==> src/rtl/mux_obuf_pkg.sv <==
// Shared definitions for the mux output buffer: flit type codes, default widths
// and the framing-checker state encoding.
package mux_obuf_pkg;

   localparam int DEF_FLITW = 66;
   localparam int DEF_VCW   = 2;

   typedef enum logic [1:0] {
      TYPE_NONE = 2'b00,
      TYPE_HEAD = 2'b01,
      TYPE_DATA = 2'b10,
      TYPE_TAIL = 2'b11
   } flit_type_e;

   typedef enum logic {
      FRM_IDLE = 1'b0,
      FRM_PKT  = 1'b1
   } frm_state_e;

endpackage

==> src/rtl/obuf_fifo.sv <==
// Synchronous FIFO for {vch, flit} entries; the caller must never push when full
// or pop when empty.
module obuf_fifo #(
   parameter int WIDTH = 68,
   parameter int DEPTH = 4
) (
   input  logic                     clk,
   input  logic                     rst,
   input  logic                     push,
   input  logic                     pop,
   input  logic [WIDTH-1:0]         wdata,
   output logic [WIDTH-1:0]         rdata,
   output logic                     full,
   output logic                     empty,
   output logic [$clog2(DEPTH):0]   count
);

   localparam int AW = $clog2(DEPTH);

   logic [WIDTH-1:0] mem [DEPTH];
   logic [AW-1:0]    wptr;
   logic [AW-1:0]    rptr;

   // NOTE: storage is not reset; pointers and count alone decide what is valid.
   always_ff @(posedge clk) begin
      if (push) mem[wptr] <= wdata;
   end

   always_ff @(posedge clk) begin
      if (rst) begin
         wptr  <= '0;
         rptr  <= '0;
         count <= '0;
      end else begin
         if (push) wptr <= wptr + 1'b1;
         if (pop)  rptr <= rptr + 1'b1;
         case ({push, pop})
            2'b10:   count <= count + 1'b1;
            2'b01:   count <= count - 1'b1;
            default: ;
         endcase
      end
   end

   assign rdata = mem[rptr];
   assign full  = (count == (AW+1)'(DEPTH));
   assign empty = (count == '0);

endmodule

==> src/rtl/mux_obuf.sv <==
// Output flit buffer behind the 2-1 mux: FIFO, credit flow control, framing check.
// Define OBUF_STATS_EN to add the flit_cnt/pkt_cnt statistics outputs.
module mux_obuf
   import mux_obuf_pkg::*;
#(
   parameter int FLITW   = DEF_FLITW,
   parameter int VCW     = DEF_VCW,
   parameter int DEPTH   = 4,
   parameter int CREDITS = 4
) (
   input  logic             clk,
   input  logic             rst,
   input  logic [FLITW-1:0] idata,
   input  logic             ivalid,
   input  logic [VCW-1:0]   ivch,
   output logic             iready,
   output logic [FLITW-1:0] odata,
   output logic             ovalid,
   output logic [VCW-1:0]   ovch,
   input  logic             credit_in,
   output logic             ovf_err,
   output logic             frm_err,
   output logic             cred_err
`ifdef OBUF_STATS_EN
   ,
   output logic [31:0]      flit_cnt,
   output logic [31:0]      pkt_cnt
`endif
);

   localparam int ENTRYW = FLITW + VCW;
   localparam int CW     = $clog2(CREDITS + 1);
   localparam logic [CW-1:0] CRED_MAX = CW'(CREDITS);

   logic [ENTRYW-1:0]       rdata;
   logic                    full, empty, push, pop;
   logic [$clog2(DEPTH):0]  fifo_count;
   logic                    unused_count;
   logic [CW-1:0]           credit;
   flit_type_e              in_type;
   frm_state_e              state, state_nxt;
   logic                    frm_bad;

   assign push    = ivalid && !full;
   assign pop     = !empty && (credit != '0);
   assign iready  = !full;
   assign in_type = flit_type_e'(idata[FLITW-1:FLITW-2]);
   assign unused_count = ^fifo_count;

   obuf_fifo #(.WIDTH(ENTRYW), .DEPTH(DEPTH)) u_fifo (
      .clk   (clk),
      .rst   (rst),
      .push  (push),
      .pop   (pop),
      .wdata ({ivch, idata}),
      .rdata (rdata),
      .full  (full),
      .empty (empty),
      .count (fifo_count)
   );

   // NOTE: all state updates use <= so every register samples pre-edge values.
   always_ff @(posedge clk) begin
      if (rst) begin
         credit   <= CRED_MAX;
         odata    <= '0;
         ovch     <= '0;
         ovalid   <= 1'b0;
         ovf_err  <= 1'b0;
         frm_err  <= 1'b0;
         cred_err <= 1'b0;
      end else begin
         ovalid <= pop;
         if (pop) begin
            odata <= rdata[FLITW-1:0];
            ovch  <= rdata[ENTRYW-1:FLITW];
         end
         if (pop && !credit_in) begin
            credit <= credit - 1'b1;
         end else if (credit_in && !pop) begin
            if (credit == CRED_MAX) cred_err <= 1'b1;
            else                    credit   <= credit + 1'b1;
         end
         if (ivalid && full) ovf_err <= 1'b1;
         if (frm_bad)        frm_err <= 1'b1;
      end
   end

   always_ff @(posedge clk) begin
      if (rst) state <= FRM_IDLE;
      else     state <= state_nxt;
   end

   // NOTE: default assignment first keeps this combinational block latch-free.
   always_comb begin
      state_nxt = state;
      if (push) begin
         case (in_type)
            TYPE_HEAD: state_nxt = FRM_PKT;
            TYPE_TAIL: state_nxt = FRM_IDLE;
            default:   ;
         endcase
      end
   end

   always_comb begin
      frm_bad = 1'b0;
      if (push) begin
         case (in_type)
            TYPE_NONE: frm_bad = 1'b1;
            TYPE_HEAD: frm_bad = (state == FRM_PKT);
            TYPE_DATA: frm_bad = (state == FRM_IDLE);
            TYPE_TAIL: frm_bad = (state == FRM_IDLE);
            default:   frm_bad = 1'b0;
         endcase
      end
   end

`ifdef OBUF_STATS_EN
   flit_type_e head_type;
   assign head_type = flit_type_e'(rdata[FLITW-1:FLITW-2]);

   always_ff @(posedge clk) begin
      if (rst) begin
         flit_cnt <= '0;
         pkt_cnt  <= '0;
      end else if (pop) begin
         flit_cnt <= flit_cnt + 32'd1;
         if (head_type == TYPE_TAIL) pkt_cnt <= pkt_cnt + 32'd1;
      end
   end
`endif

endmodule

==> config.mk <==
export PLATFORM = sky130hd
export DESIGN_NAME = mux_obuf
export DESIGN_NICKNAME = d
export VERILOG_FILES = /design/src/rtl/mux_obuf_pkg.sv /design/src/rtl/obuf_fifo.sv /design/src/rtl/mux_obuf.sv
export SDC_FILE = /design/constraint.sdc
export NUM_CORES = 1
export LEC_CHECK = 0
export ABC_AREA = 1
export BUFFER_PORTS_ARGS = -buffer_cell sky130_fd_sc_hd__buf_2
export CAP_MARGIN = 20
export CORE_MARGIN = 2
export CORE_UTILIZATION = 25
export CTS_CLUSTER_SIZE = 8
export DETAILED_ROUTE_END_ITERATION = 6
export PLACE_DENSITY_LB_ADDON = 0.08
export SLEW_MARGIN = 30
export SYNTH_ARGS = -nofsm -noshare
export SYNTH_HDL_FRONTEND = slang
export SYNTH_SLANG_ARGS = --single-unit
==> constraint.sdc <==
create_clock -name clk -period 8.7 [get_ports clk]
set_input_delay 0 -clock clk [delete_from_list [all_inputs] [get_ports clk]]
set_output_delay 0 -clock clk [all_outputs]
set_load 0.01 [all_outputs]
==> Word-level counts from Yosys, hierarchy flattened <==
Memory sizes are Yosys's and may differ from the RTL's. A register that Yosys moved wholly into a read port is not among the register bits.
Cells that the tools add are included.
{ "totals": {"ram_bits": 272, "register_bits": 15, "memories": 1, "output_inout_bits": 73, "elab_cells": 54, "input_bits": 72} }
{ "mem_list": {"columns": ["memory", "depth", "width", "rd", "rd_ports_with_merged_regs", "write_ports", "line_no", "rtl"], "rows": [
  ["u_fifo.mem", 4, 68, 1, 1, 1, "obuf_fifo.sv:20", "logic [WIDTH-1:0] mem [DEPTH];"]
]} }
{ "op_classes": {"mux": 9, "reduce_logical": 19, "add_sub_neg": 6, "n_eq_ne": 8, "n_bitwise": 2} }
{ "ops": {"columns": ["cell", "count"], "rows": [
  ["2-to-1 mux 3 bit", 3],
  ["adder 3 x 1 -> 3 bit, second input constant", 2],
  ["equality test 2 bit, second input constant", 3],
  ["equality test 3 bit, second input constant", 2],
  ["one-hot mux 3 bit (2 select lines)", 1],
  ["nonzero test 2 bit", 3],
  ["subtractor 3 x 1 -> 3 bit, second input constant", 2],
  ["logical AND 1 bit", 5],
  ["adder 2 x 1 -> 2 bit, second input constant", 2],
  ["equality test 2 x 1 -> 1 bit, second input constant", 2],
  ["zero test 1 bit", 4],
  ["AND reduction 2 bit", 2],
  ["zero test 3 bit", 1],
  ["2-to-1 mux 1 bit", 3],
  ["one-hot mux 1 bit (3 select lines)", 1],
  ["AND reduction 3 bit", 1],
  ["nonzero test 3 bit", 1],
  ["zero test 2 bit", 1],
  ["!= test 2 bit, second input constant", 1],
  ["NOT 1 bit", 2],
  ["one-hot mux 1 bit (2 select lines)", 1],
  ["OR reduction 2 bit", 1]
]} }

==> Depth between registers and ports, before layout <==
Gate-level depths: netlist (run 1).
{ "logic_depth": {"word_depth": 7, "depth_mapped": 12, "mapped_depth_nobuf": 12} }

==> Hierarchy <==
Synthesis (run 1) repeated with hierarchy kept, for this count alone.
{ "hier_totals": {"hier_cells": 1071, "area_unflattened_um2": 13286.5} }
{ "by_module_without_submodules": {"columns": ["mod", "area_per_inst_um2", "instances", "seq_area_each_um2", "cells_each"], "rows": [
  ["obuf_fifo", 10503.8, 1, 8348.0, 715],
  ["mux_obuf", 2782.7, 1, 1521.5, 356]
]} }

==> Worst setup path after synthesis (run 1) <==
OpenSTA, ideal clock, no wires.
{ "synth_timing": {"path_type": "register -> register", "startpoint": "register u_fifo.count[0]", "endpoint": "memory u_fifo.mem[0][0], enable pin", "synth_period_minus_slack_ns": 4.144, "arrival_time_ns": 3.648, "path_buffers": 1, "t_required_ns": 8.204, "setup_ns": 0.496, "setup_slack_ns": 4.556, "path_stages_with_launch": 6, "cell_sequence": "dfxtp_1 -> nor2_4 -> nand2_2 -> nand2_1 -> buf_6 -> nor2_1"} }
{ "synth_via": {"elab_chain_len": 5} }
{ "synth_lines": {"columns": ["item", "line_no", "rtl"], "rows": [
  ["start: declaration", "obuf_fifo.sv:15", "output logic [$clog2(DEPTH):0] count"],
  ["start signal: assignment", "obuf_fifo.sv:38", "2'b10: count <= count + 1'b1;"],
  ["start signal: assignment", "obuf_fifo.sv:39", "2'b01: count <= count - 1'b1;"],
  ["equality test 3 bit", "obuf_fifo.sv:46", "assign full = (count == (AW+1)'(DEPTH));"],
  ["zero test 1 bit", null, null],
  ["named net iready", "mux_obuf.sv:16", "output logic iready,"],
  ["logical AND 1 bit", "mux_obuf.sv:44", "assign push = ivalid && !full;"],
  ["2-to-1 mux 1 bit", "obuf_fifo.sv:26", "if (push) mem[wptr] <= wdata;"],
  ["2-to-1 mux 1 bit (implied by the code)", "obuf_fifo.sv:26", null],
  ["end: declaration", "obuf_fifo.sv:20", null]
]} }
The timed path passes the listed nets, and every way through them passes these cells.

==> Final worst setup path (run 1) <==
{ "layout_timing": {"startpoint": "register u_fifo.count[0]", "endpoint": "memory u_fifo.mem[1][35], enable pin"} }
{ "layout_via": {"elab_chain_len": 5} }
{ "layout_lines": {"columns": ["item", "line_no"], "rows": [
  ["equality test 3 bit", "obuf_fifo.sv:46"],
  ["zero test 1 bit", "mux_obuf.sv:44"],
  ["logical AND 1 bit", "mux_obuf.sv:44"],
  ["2-to-1 mux 1 bit", "obuf_fifo.sv:26"],
  ["2-to-1 mux 1 bit (implied by the code)", "obuf_fifo.sv:26"]
]} }
No other way between the ends.

==> results of run 1 <==
==> what timing repair did <==
item | CTS | global route
endpoints found under the hold margin | 280 | 0
hold buffers | 72 | 0
setup endpoints to repair | 0 | 0
==> cell type report <==
class                   count  area (um2)  share of cell area
well taps                 688         861              0.0511
multi-input cells         614        2910               0.173
repair buffers            231        1670              0.0992
diodes                      1        2.50            0.000148
inverters                  23        93.8             0.00557
flip-flops and latches    355        9840               0.584
clock buffers              90        1480              0.0875
==> flip-flops by register name, summed over array words and instances, names as in the netlist <==
| register | flops |
|---|---|
| cred_err | 1 |
| credit | 3 |
| frm_err | 1 |
| odata | 66 |
| ovalid | 1 |
| ovch | 2 |
| ovf_err | 1 |
| state | 1 |
| u_fifo.count | 3 |
| u_fifo.mem | 272 |
| u_fifo.rptr | 2 |
| u_fifo.wptr | 2 |
==> through the flow <==
| step | hold WS (ps) | setup slack, ps | instances | total power (uW) | cell area [um2] |
|---|---|---|---|---|---|
| after CTS | 140 | 5570 | 2000 | 5720 | 16800 |
| after global placement | 228 | 5470 | 1833 | 3780 | 14500 |
| after floorplan | 69.1 | 4560 | 1061 | 3290 | 13200 |
| after detailed placement | 224 | 5580 | 1838 | 3810 | 14600 |
| after global routing | 170 | 5400 | 2001 | 5970 | 16900 |
| final | 177 | 5690 | 2002 | 5590 | 16900 |
==> power groups by stage <==
stage / logic [uW] / registers (uW) / clock network [uW]
floorplan: 970 / 2320 / 0
global placement: 1400 / 2390 / 0
detailed placement: 1460 / 2350 / 0
CTS: 1490 / 2320 / 1910
global route: 1650 / 2340 / 1980
finish: 1440 / 2310 / 1840
==> layout by cell type (no fill, tap or decap), drive strengths merged, types with 2 or more instances in the layout <==
| cell | netlist | final |
|---|---|---|
| nand2 | 21 | 21 |
| a31oi | 68 | 68 |
| clkbuf | 25 | 90 |
| dfxtp | 83 | 83 |
| o21ai | 210 | 210 |
| inv | 23 | 21 |
| ha | 5 | 5 |
| a21oi | 12 | 12 |
| nor2 | 286 | 286 |
| fa | 2 | 2 |
| clkinv | 0 | 2 |
| edfxtp | 272 | 272 |
| dlygate4sd3 | 0 | 72 |
| nand3 | 7 | 7 |
| buf | 44 | 159 |
==> final timing paths <==
check                                 to  slack (ps)  cells after the start
min           u_fifo.mem[1][3]$_DFFE_PP_         180                      2
max          u_fifo.mem[1][35]$_DFFE_PP_        5690                      5
min reg2reg         ovf_err$_SDFFE_PP0P_         450                      2
max reg2reg  u_fifo.mem[1][35]$_DFFE_PP_        5690                      5
==> kinds of logic (layout without fill, tap and decap cells) <==
| kind of cell | count (synthesis) | count (layout) |
|---|---|---|
| DFF | 355 | 355 |
| and+or+nand+nor | 316 | 316 |
| AOI/OAI and AO/OA | 290 | 290 |
| buffers and inverters | 92 | 344 |
| adders and majority gates | 7 | 7 |
| muxes | 1 | 1 |
| other | 0 | 1 |
==> per-layer routing <==
| layer | vias to the layer above | global-route usage | share of wire |
|---|---|---|---|
| li1 | 4244 | - | - |
| met1 | 4146 | 0.179 | 0.46 |
| met2 | 155 | 0.222 | 0.47 |
| met3 | 58 | 0.0297 | 0.043 |
| met4 | 4 | 0.0396 | 0.019 |
| met5 | - | 0 | 0.00049 |
==> impl_metrics.json, run 1 <==
{
  "status": "complete, no violations",
  "viasPerCell": 4.30,
  "hp-start": "idata[3]",
  "synth_xor_area_frac": 0,
  "synth_top_area_share": 0.619,
  "ys.flop_type": "edfxtp_1",
  "wire_per_inst_um": 18.3,
  "grt_pass1_wl_mm": 55.1,
  "synth_top_family_by_area": "compound AO/OA/AOI/OAI gates",
  "die_h_um": 234,
  "crit_start": "u_fifo.count[0]$_SDFFE_PP0P_",
  "synth_compound_area_frac": 0.117,
  "ys_ff_latch": 355,
  "route.vias.total": 8607,
  "pin_count": 145,
  "max_freq_ghz": 0.332,
  "antenna_found_initial": 4,
  "cpPeakStageDelay_ps": 840,
  "power.density_mw_per_mm2": 332,
  "cpMostUsedCell": "nor2_4",
  "syn_area_per_cell_um2": 12.4,
  "crit_chain": "nor2_4, nand2_2, nand2_1, nor2_4, buf_4",
  "hpwl_mm": 20.2,
  "die_x_um": 234,
  "area_delta_synth_final_pct": 27.8,
  "grt_use_total": 0.135,
  "hp-class": "in2reg",
  "clk_latency_ps": 570,
  "synth_edf_count": 272,
  "synthMuxAreaShare": 0.000759,
  "critPathKind": "reg2reg",
  "arrival_ps": 3210,
  "r2r_start": "u_fifo.count[0]$_SDFFE_PP0P_",
  "report.final.slew_viol_count": 0,
  "pwr-share-clk": 0.330,
  "first_iter_violations": 430,
  "synth_area_mm2": 0.0132,
  "worst_clock_skew_ps": 14.0,
  "clkSlewWorstSetupHoldPaths_ps": 50,
  "drcViolationCount": 0,
  "numCtsBuffers": 50,
  "synth-simple-area-share": 0.0933,
  "yosys-top-cells-area": "edfxtp_1 (62%), dfxtp_1 (13%), nor2_1 (8.1%)",
  "path_delay_family": "simple AND/OR/NAND/NOR gates",
  "cp.required_ps": 8890,
  "overflow": 0,
  "path_max_fanout": 45,
  "drt_wl_total_mm": 36.6,
  "power.internal_uw": 3720,
  "seq_area_frac_synth": 0.745,
  "swShare": 0.335,
  "post_cts_buffers": 0,
  "yosysWarningCount": 0,
  "grt_setup_unrepaired": "no",
  "grt_pass1_vias": 8692,
  "ant_nets": 0,
  "synth.most_common_cell": "nor2_1",
  "power_leakage_uw": 0.00605,
  "post-route-min-period_ps": 3010,
  "cts_resized": 0,
  "cts.sinks": 355,
  "fin_util": 0.322,
  "hold_violations": 0,
  "p_seq_frac": 0.413,
  "htree_levels": 2,
  "grt_max_degree": 100,
  "p_comb_frac": 0.257,
  "tns_ps": 0,
  "worst-path-buf-inv": 1,
  "cts_tree": "done",
  "slew_headroom": 0.390,
  "worst_pin_slew_ps": 913,
  "period_share": 0.346,
  "first_pass_iters": 4,
  "synth-adder-area-share": 0.00778,
  "clock_path_buffers": 3,
  "slowest_stage": "nor2_4",
  "ir_worst_vdd_mv": 0.181,
  "drive_gt1_frac": 0.178,
  "clockRootBuffer": "clkbuf_16",
  "syn_nets": 1140,
  "syn_inst": 1061,
  "p_sw_uw": 1880,
  "postSynth.asyncResetShare": 0,
  "die_area_mm2": 0.0546,
  "fill_cells": 5307,
  "critPathLaunchType": "flop",
  "yosysTopAreaCell": "edfxtp_1",
  "core_mm2": 0.0523,
  "worstSetupEndpointType": "flop",
  "gp_congestion": 0.667,
  "setup_viol": 0,
  "nets": 1354,
  "rows": 84,
  "ys_types": 27,
  "port_buffers": 144,
  "maxCapViolations": 0,
  "initial_core_util": 0.252,
  "synthTopCellsByCount": "nor2_1 (285), edfxtp_1 (272), o21ai_0 (145)"
}
No activity file was read; power rests on OpenSTA's default activity.
==> run 2, diff against run 1 <==
--- a/config.mk
+++ b/config.mk
@@ -5,7 +5,7 @@
 export SDC_FILE = /design/constraint.sdc
 export NUM_CORES = 1
 export LEC_CHECK = 0
-export ABC_AREA = 1
+export ABC_AREA = 0
 export BUFFER_PORTS_ARGS = -buffer_cell sky130_fd_sc_hd__buf_2
 export CAP_MARGIN = 20
 export CORE_MARGIN = 2
==> constraint.sdc (replaced) <==
create_clock -name clk -period 2.6 [get_ports clk]
set_input_delay 0 -clock clk [delete_from_list [all_inputs] [get_ports clk]]
set_output_delay 0 -clock clk [all_outputs]
set_load 0.01 [all_outputs]
==> impl_metrics.json, run 2 <==
{
  "critPathLaunchType": "flop",
  "cts_resized": 0,
  "critPathKind": "reg2reg",
  "power_leakage_uw": 0.00585,
  "drt_wl_total_mm": 32.2,
  "numCtsBuffers": 50,
  "synth_top_area_share": 0.628,
  "hp-start": "idata[34]",
  "worstSetupEndpointType": "flop",
  "ant_nets": 0,
  "ys_ff_latch": 355,
  "wire_per_inst_um": 18.7,
  "antenna_found_initial": 2,
  "viasPerCell": 4.14,
  "die_h_um": 232,
  "ys_types": 38,
  "grt_pass1_wl_mm": 48.5,
  "final_common_cell": "edfxtp_1",
  "hpwl_mm": 17.9,
  "ir_worst_vdd_mv": 0.745,
  "status": "complete, no violations",
  "worst_clock_skew_ps": 23.4,
  "yosysWarningCount": 0,
  "r2r_start": "u_fifo.count[0]$_SDFFE_PP0P_",
  "setup_viol": 0,
  "cts_tree": "done",
  "synth.most_common_cell": "edfxtp_1",
  "setup_slack_ps": 558,
  "drcViolationCount": 0,
  "seq_area_frac_synth": 0.755,
  "synthTopCellsByCount": "edfxtp_1 (272), nand2_1 (143), dfxtp_1 (83)",
  "postSynth.asyncResetShare": 0,
  "grt_use_total": 0.122,
  "post-place-ws_ps": 543,
  "drive_gt1_frac": 0.288,
  "timing.rr.end": "credit[2]$_SDFFE_PP1P_",
  "pin_count": 145,
  "layout_common_cells": "edfxtp_1 (272), nand2_1 (143), buf_2 (143)",
  "route.vias.total": 7104,
  "syn_nets": 826,
  "seq_area_mm2": 0.00984,
  "htree_levels": 2,
  "area_delta_synth_final_pct": 29.7,
  "slew_headroom": 0.685,
  "maxCapViolations": 0,
  "gp_congestion": 0.656,
  "post_cts_buffers": 0,
  "top_regs": "u_fifo.mem: 272 flops, odata: 66 flops",
  "fin_util": 0.328,
  "max_freq_ghz": 0.490,
  "yosys-top-cells-area": "edfxtp_1 (63%), dfxtp_1 (13%), mux4_2 (12%)",
  "endpoint": "credit[2]$_SDFFE_PP1P_",
  "period_share": 0.785,
  "clk_latency_ps": 570,
  "largest_register_ffs": 272,
  "ys.flop_type": "edfxtp_1",
  "arrival_ps": 2470,
  "first_pass_iters": 4,
  "die_area_mm2": 0.0539,
  "core_mm2": 0.0514,
  "syn_area_per_cell_um2": 17.4,
  "first_iter_violations": 304,
  "cp.required_ps": 3030,
  "top_register": "u_fifo.mem",
  "rows": 83,
  "syn_inst": 747,
  "worst_pin_slew_ps": 471,
  "crit_start": "u_fifo.count[0]$_SDFFE_PP0P_",
  "clkSlewWorstSetupHoldPaths_ps": 60,
  "yosysTopAreaCell": "edfxtp_1",
  "fill_cells": 5058,
  "post-route-min-period_ps": 2040,
  "fin_total_pwr_uw": 19000,
  "multi_input_area_mm2": 0.00296,
  "power.density_mw_per_mm2": 1130,
  "r2r_setup_slack_ps": 560,
  "path_max_fanout": 8,
  "initial_core_util": 0.253,
  "cts.sinks": 355,
  "nets": 1073,
  "die_x_um": 232,
  "reg2regPathDepth": 6,
  "synth_edf_count": 272,
  "hold_violations": 0,
  "clockRootBuffer": "clkbuf_16",
  "hp-class": "in2reg",
  "report.final.slew_viol_count": 0,
  "tns_ps": 0,
  "grt_max_degree": 72,
  "grt_setup_unrepaired": "no",
  "synth_area_mm2": 0.0130,
  "clock_path_buffers": 3,
  "overflow": 0,
  "grt_pass1_vias": 7657,
  "port_buffers": 144
}
==> run 2: worst max-delay path, cell delays in order (launching register included) <==
cell     delay [ps]
dfxtp_1         480
nor3_4          140
or3_1           380
fa_1            450
o21a_1          140
o31ai_1         210
nand4_1         120
==> run 2: worst min path at each step <==
stage          cells past startpoint                           to
2_1_floorplan                      0   u_fifo.mem[0][0]$_DFFE_PP_
3_3_place_gp                       1  u_fifo.mem[2][43]$_DFFE_PP_
3_5_place_dp                       1   u_fifo.mem[3][2]$_DFFE_PP_
4_1_cts                            2  u_fifo.mem[0][56]$_DFFE_PP_
5_1_grt                            2  u_fifo.mem[1][66]$_DFFE_PP_
6_report                           2  u_fifo.mem[3][34]$_DFFE_PP_
==> run 2: cell families (layout without fill, tap and decap cells) <==
family          Yosys count  count (layout)  share of synthesized area
simple gates            174             174                     0.0565
flops                   355             355                      0.755
fa+ha+maj                 7               7                    0.00789
other cells               0               1                          0
xor+xnor                  4               4                    0.00327
compound gates           86              86                     0.0365
buf+inv                  48             335                     0.0180
mux                      73              73                      0.122
==> run 2: what timing repair did <==
item	4_1_cts	5_1_grt
endpoints found under the setup margin	0	0
hold buffers	72	0
endpoints found under the hold margin	298	0
==> run 2: metrics by stage <==
step / area, um2 / instances / hold slack (ps)
after global placement: 14700 / 1550 / 222
after global routing: 16900 / 1715 / 171
after CTS: 16900 / 1714 / 144
final: 16900 / 1715 / 193
after detailed placement: 14700 / 1550 / 218
after floorplan: 13000 / 747 / 98.9
==> run 2: metal layers <==
metal,routed length [um],up-vias,track usage
li1,-,3354,-
met1,14500,3578,0.157
met2,15700,123,0.202
met4,683,2,0.0381
met5,13,-,0
met3,1300,47,0.0292
==> run 2: layout make-up <==
| cell class | count | share of cell area |
|---|---|---|
| Sequential cell | 355 | 0.583 |
| Multi-Input combinational cell | 344 | 0.175 |
| Timing Repair Buffer | 235 | 0.105 |
| Clock buffer | 90 | 0.0830 |
| Tap cell | 680 | 0.0504 |
| Inverter | 8 | 0.00185 |
| Clock inverter | 2 | 0.00119 |
| Antenna cell | 1 | 0.000148 |
==> run 2: power by group <==
group,switching (uW),total (uW),internal (uW)
combinational,2970,5230,2260
sequential,585,7840,7250
clock,2350,5940,3590
==> run 3, diff against run 2 <==
--- a/config.mk
+++ b/config.mk
@@ -5,7 +5,7 @@
 export SDC_FILE = /design/constraint.sdc
 export NUM_CORES = 1
 export LEC_CHECK = 0
-export ABC_AREA = 0
+export ABC_AREA = 1
 export BUFFER_PORTS_ARGS = -buffer_cell sky130_fd_sc_hd__buf_2
 export CAP_MARGIN = 20
 export CORE_MARGIN = 2
==> constraint.sdc (replaced) <==
create_clock -name clk -period 1.7 [get_ports clk]
set_input_delay 0 -clock clk [delete_from_list [all_inputs] [get_ports clk]]
set_output_delay 0 -clock clk [all_outputs]
set_load 0.01 [all_outputs]
==> impl_metrics.json, run 3 (synthesis gave the netlist of run 1 again) <==
{
  "area_delta_synth_final_pct": 30.1,
  "top_regs": "u_fifo.mem: 272 flops, odata: 66 flops",
  "initial_core_util": 0.252,
  "die_area_mm2": 0.0546,
  "grt_setup_unrepaired": "yes",
  "numCtsBuffers": 50,
  "power_leakage_uw": 0.00618,
  "status": "complete, no violations",
  "layout_common_cells": "nor2_1 (281), edfxtp_1 (272), o21ai_0 (145)",
  "timing.rr.end": "u_fifo.mem[1][32]$_DFFE_PP_",
  "worst_clock_skew_ps": 22.6,
  "drt_wl_total_mm": 36.7,
  "ant_nets": 0,
  "core_mm2": 0.0523,
  "grt_max_degree": 72,
  "wire_per_inst_um": 18.1,
  "antenna_found_initial": 2,
  "gp_congestion": 0.698,
  "htree_levels": 2,
  "first_iter_violations": 488,
  "hp-start": "idata[54]",
  "r2r_setup_slack_ps": 80,
  "first_pass_iters": 5,
  "arrival_ps": 1890,
  "report.final.slew_viol_count": 0,
  "hp-class": "in2reg",
  "drive_gt1_frac": 0.201,
  "clkSlewWorstSetupHoldPaths_ps": 50,
  "grt_pass1_vias": 8785,
  "grt_pass1_wl_mm": 54.9,
  "drcViolationCount": 0,
  "r2r_start": "u_fifo.count[0]$_SDFFE_PP0P_",
  "clockRootBuffer": "clkbuf_16",
  "viasPerCell": 4.35,
  "clock_path_buffers": 3,
  "crit_start": "u_fifo.count[0]$_SDFFE_PP0P_",
  "maxCapViolations": 0,
  "largest_register_ffs": 272,
  "cp.required_ps": 1960,
  "hold_violations": 0,
  "pin_count": 145,
  "overflow": 0,
  "route.vias.total": 8822,
  "reg2regPathDepth": 7,
  "clk_latency_ps": 580,
  "fin_total_pwr_uw": 29200,
  "ir_worst_vdd_mv": 0.869,
  "power.density_mw_per_mm2": 1700,
  "nets": 1377,
  "critPathKind": "reg2reg",
  "path_max_fanout": 10,
  "grt_use_total": 0.134,
  "hpwl_mm": 21.1,
  "slew_headroom": 0.688,
  "final_common_cell": "nor2_1",
  "critPathLaunchType": "flop",
  "worst_pin_slew_ps": 468,
  "period_share": 0.955,
  "endpoint": "u_fifo.mem[1][32]$_DFFE_PP_",
  "cts.sinks": 355,
  "port_buffers": 144,
  "cts_tree": "done",
  "top_register": "u_fifo.mem",
  "setup_viol": 0,
  "max_freq_ghz": 0.616,
  "rows": 84,
  "post-route-min-period_ps": 1620,
  "worstSetupEndpointType": "flop",
  "die_x_um": 234,
  "die_h_um": 234,
  "tns_ps": 0
}
## run 3: repair_timing
action                                 4_1_cts  5_1_grt
endpoints found under the hold margin      291        0
pin swaps                                    1        5
buffers inserted                             0        5
gates resized for setup                      0       11
hold buffers                                72        0
setup endpoints to repair                    1        4
cloned                                       0        0
## run 3: worst min path at each step
stage | end | slack [ps] | cells past startpoint
after floorplan | cred_err$_SDFFE_PP0P_ | 70 | 1
after global placement | u_fifo.mem[0][53]$_DFFE_PP_ | 220 | 1
after detailed placement | u_fifo.mem[2][53]$_DFFE_PP_ | 220 | 1
after CTS | u_fifo.mem[0][54]$_DFFE_PP_ | 140 | 2
after global routing | u_fifo.mem[0][47]$_DFFE_PP_ | 160 | 2
final | u_fifo.mem[0][54]$_DFFE_PP_ | 180 | 2
## run 3: layer usage
| metal | track usage | wire length [um] | vias up |
|---|---|---|---|
| met4 | 0.0382 | 760 | 2 |
| met5 | 0 | 14 | - |
| met1 | 0.185 | 17600 | 4272 |
| met2 | 0.210 | 16500 | 194 |
| met3 | 0.0322 | 1850 | 58 |
| li1 | - | - | 4296 |
## run 3: metrics by stage
| step | utilization | worst slack, ps | std cells | area, um2 | hold WS (ps) |
|---|---|---|---|---|---|
| after CTS | 0.327 | 3.60 | 2023 | 17100 | 135 |
| final | 0.328 | 77.0 | 2028 | 17200 | 180 |
| after detailed placement | 0.285 | -4.36 | 1858 | 14900 | 224 |
| after global placement | 0.285 | 25.3 | 1858 | 14900 | 225 |
| after global routing | 0.328 | -16.8 | 2028 | 17200 | 155 |
| after floorplan | - | -441 | 1061 | 13200 | 69.1 |
## run 3: power by group
part           leakage, uW  internal (uW)  switching, uW
sequential         0.00319          10900            657
combinational      0.00231           2960           5460
clock             0.000685           5550           3740
## run 3: worst max-delay path, cell delays in order (launching register included)
cell and delay (ps):
dfxtp_4 370, nor2_4 50, buf_4 130, nand2_2 60, nand2_2 80, buf_12 150
nor2_4 200, buf_4 260
## run 3: layout make-up
class	instances	area, um2
multi-input combinational	614	2950
clock buffer	90	1410
timing repair buffer	254	1960
tap	688	861
antenna	1	2.50
clock inverter	3	33.8
fill	5328	35200
inverter	23	91.3
sequential	355	9850
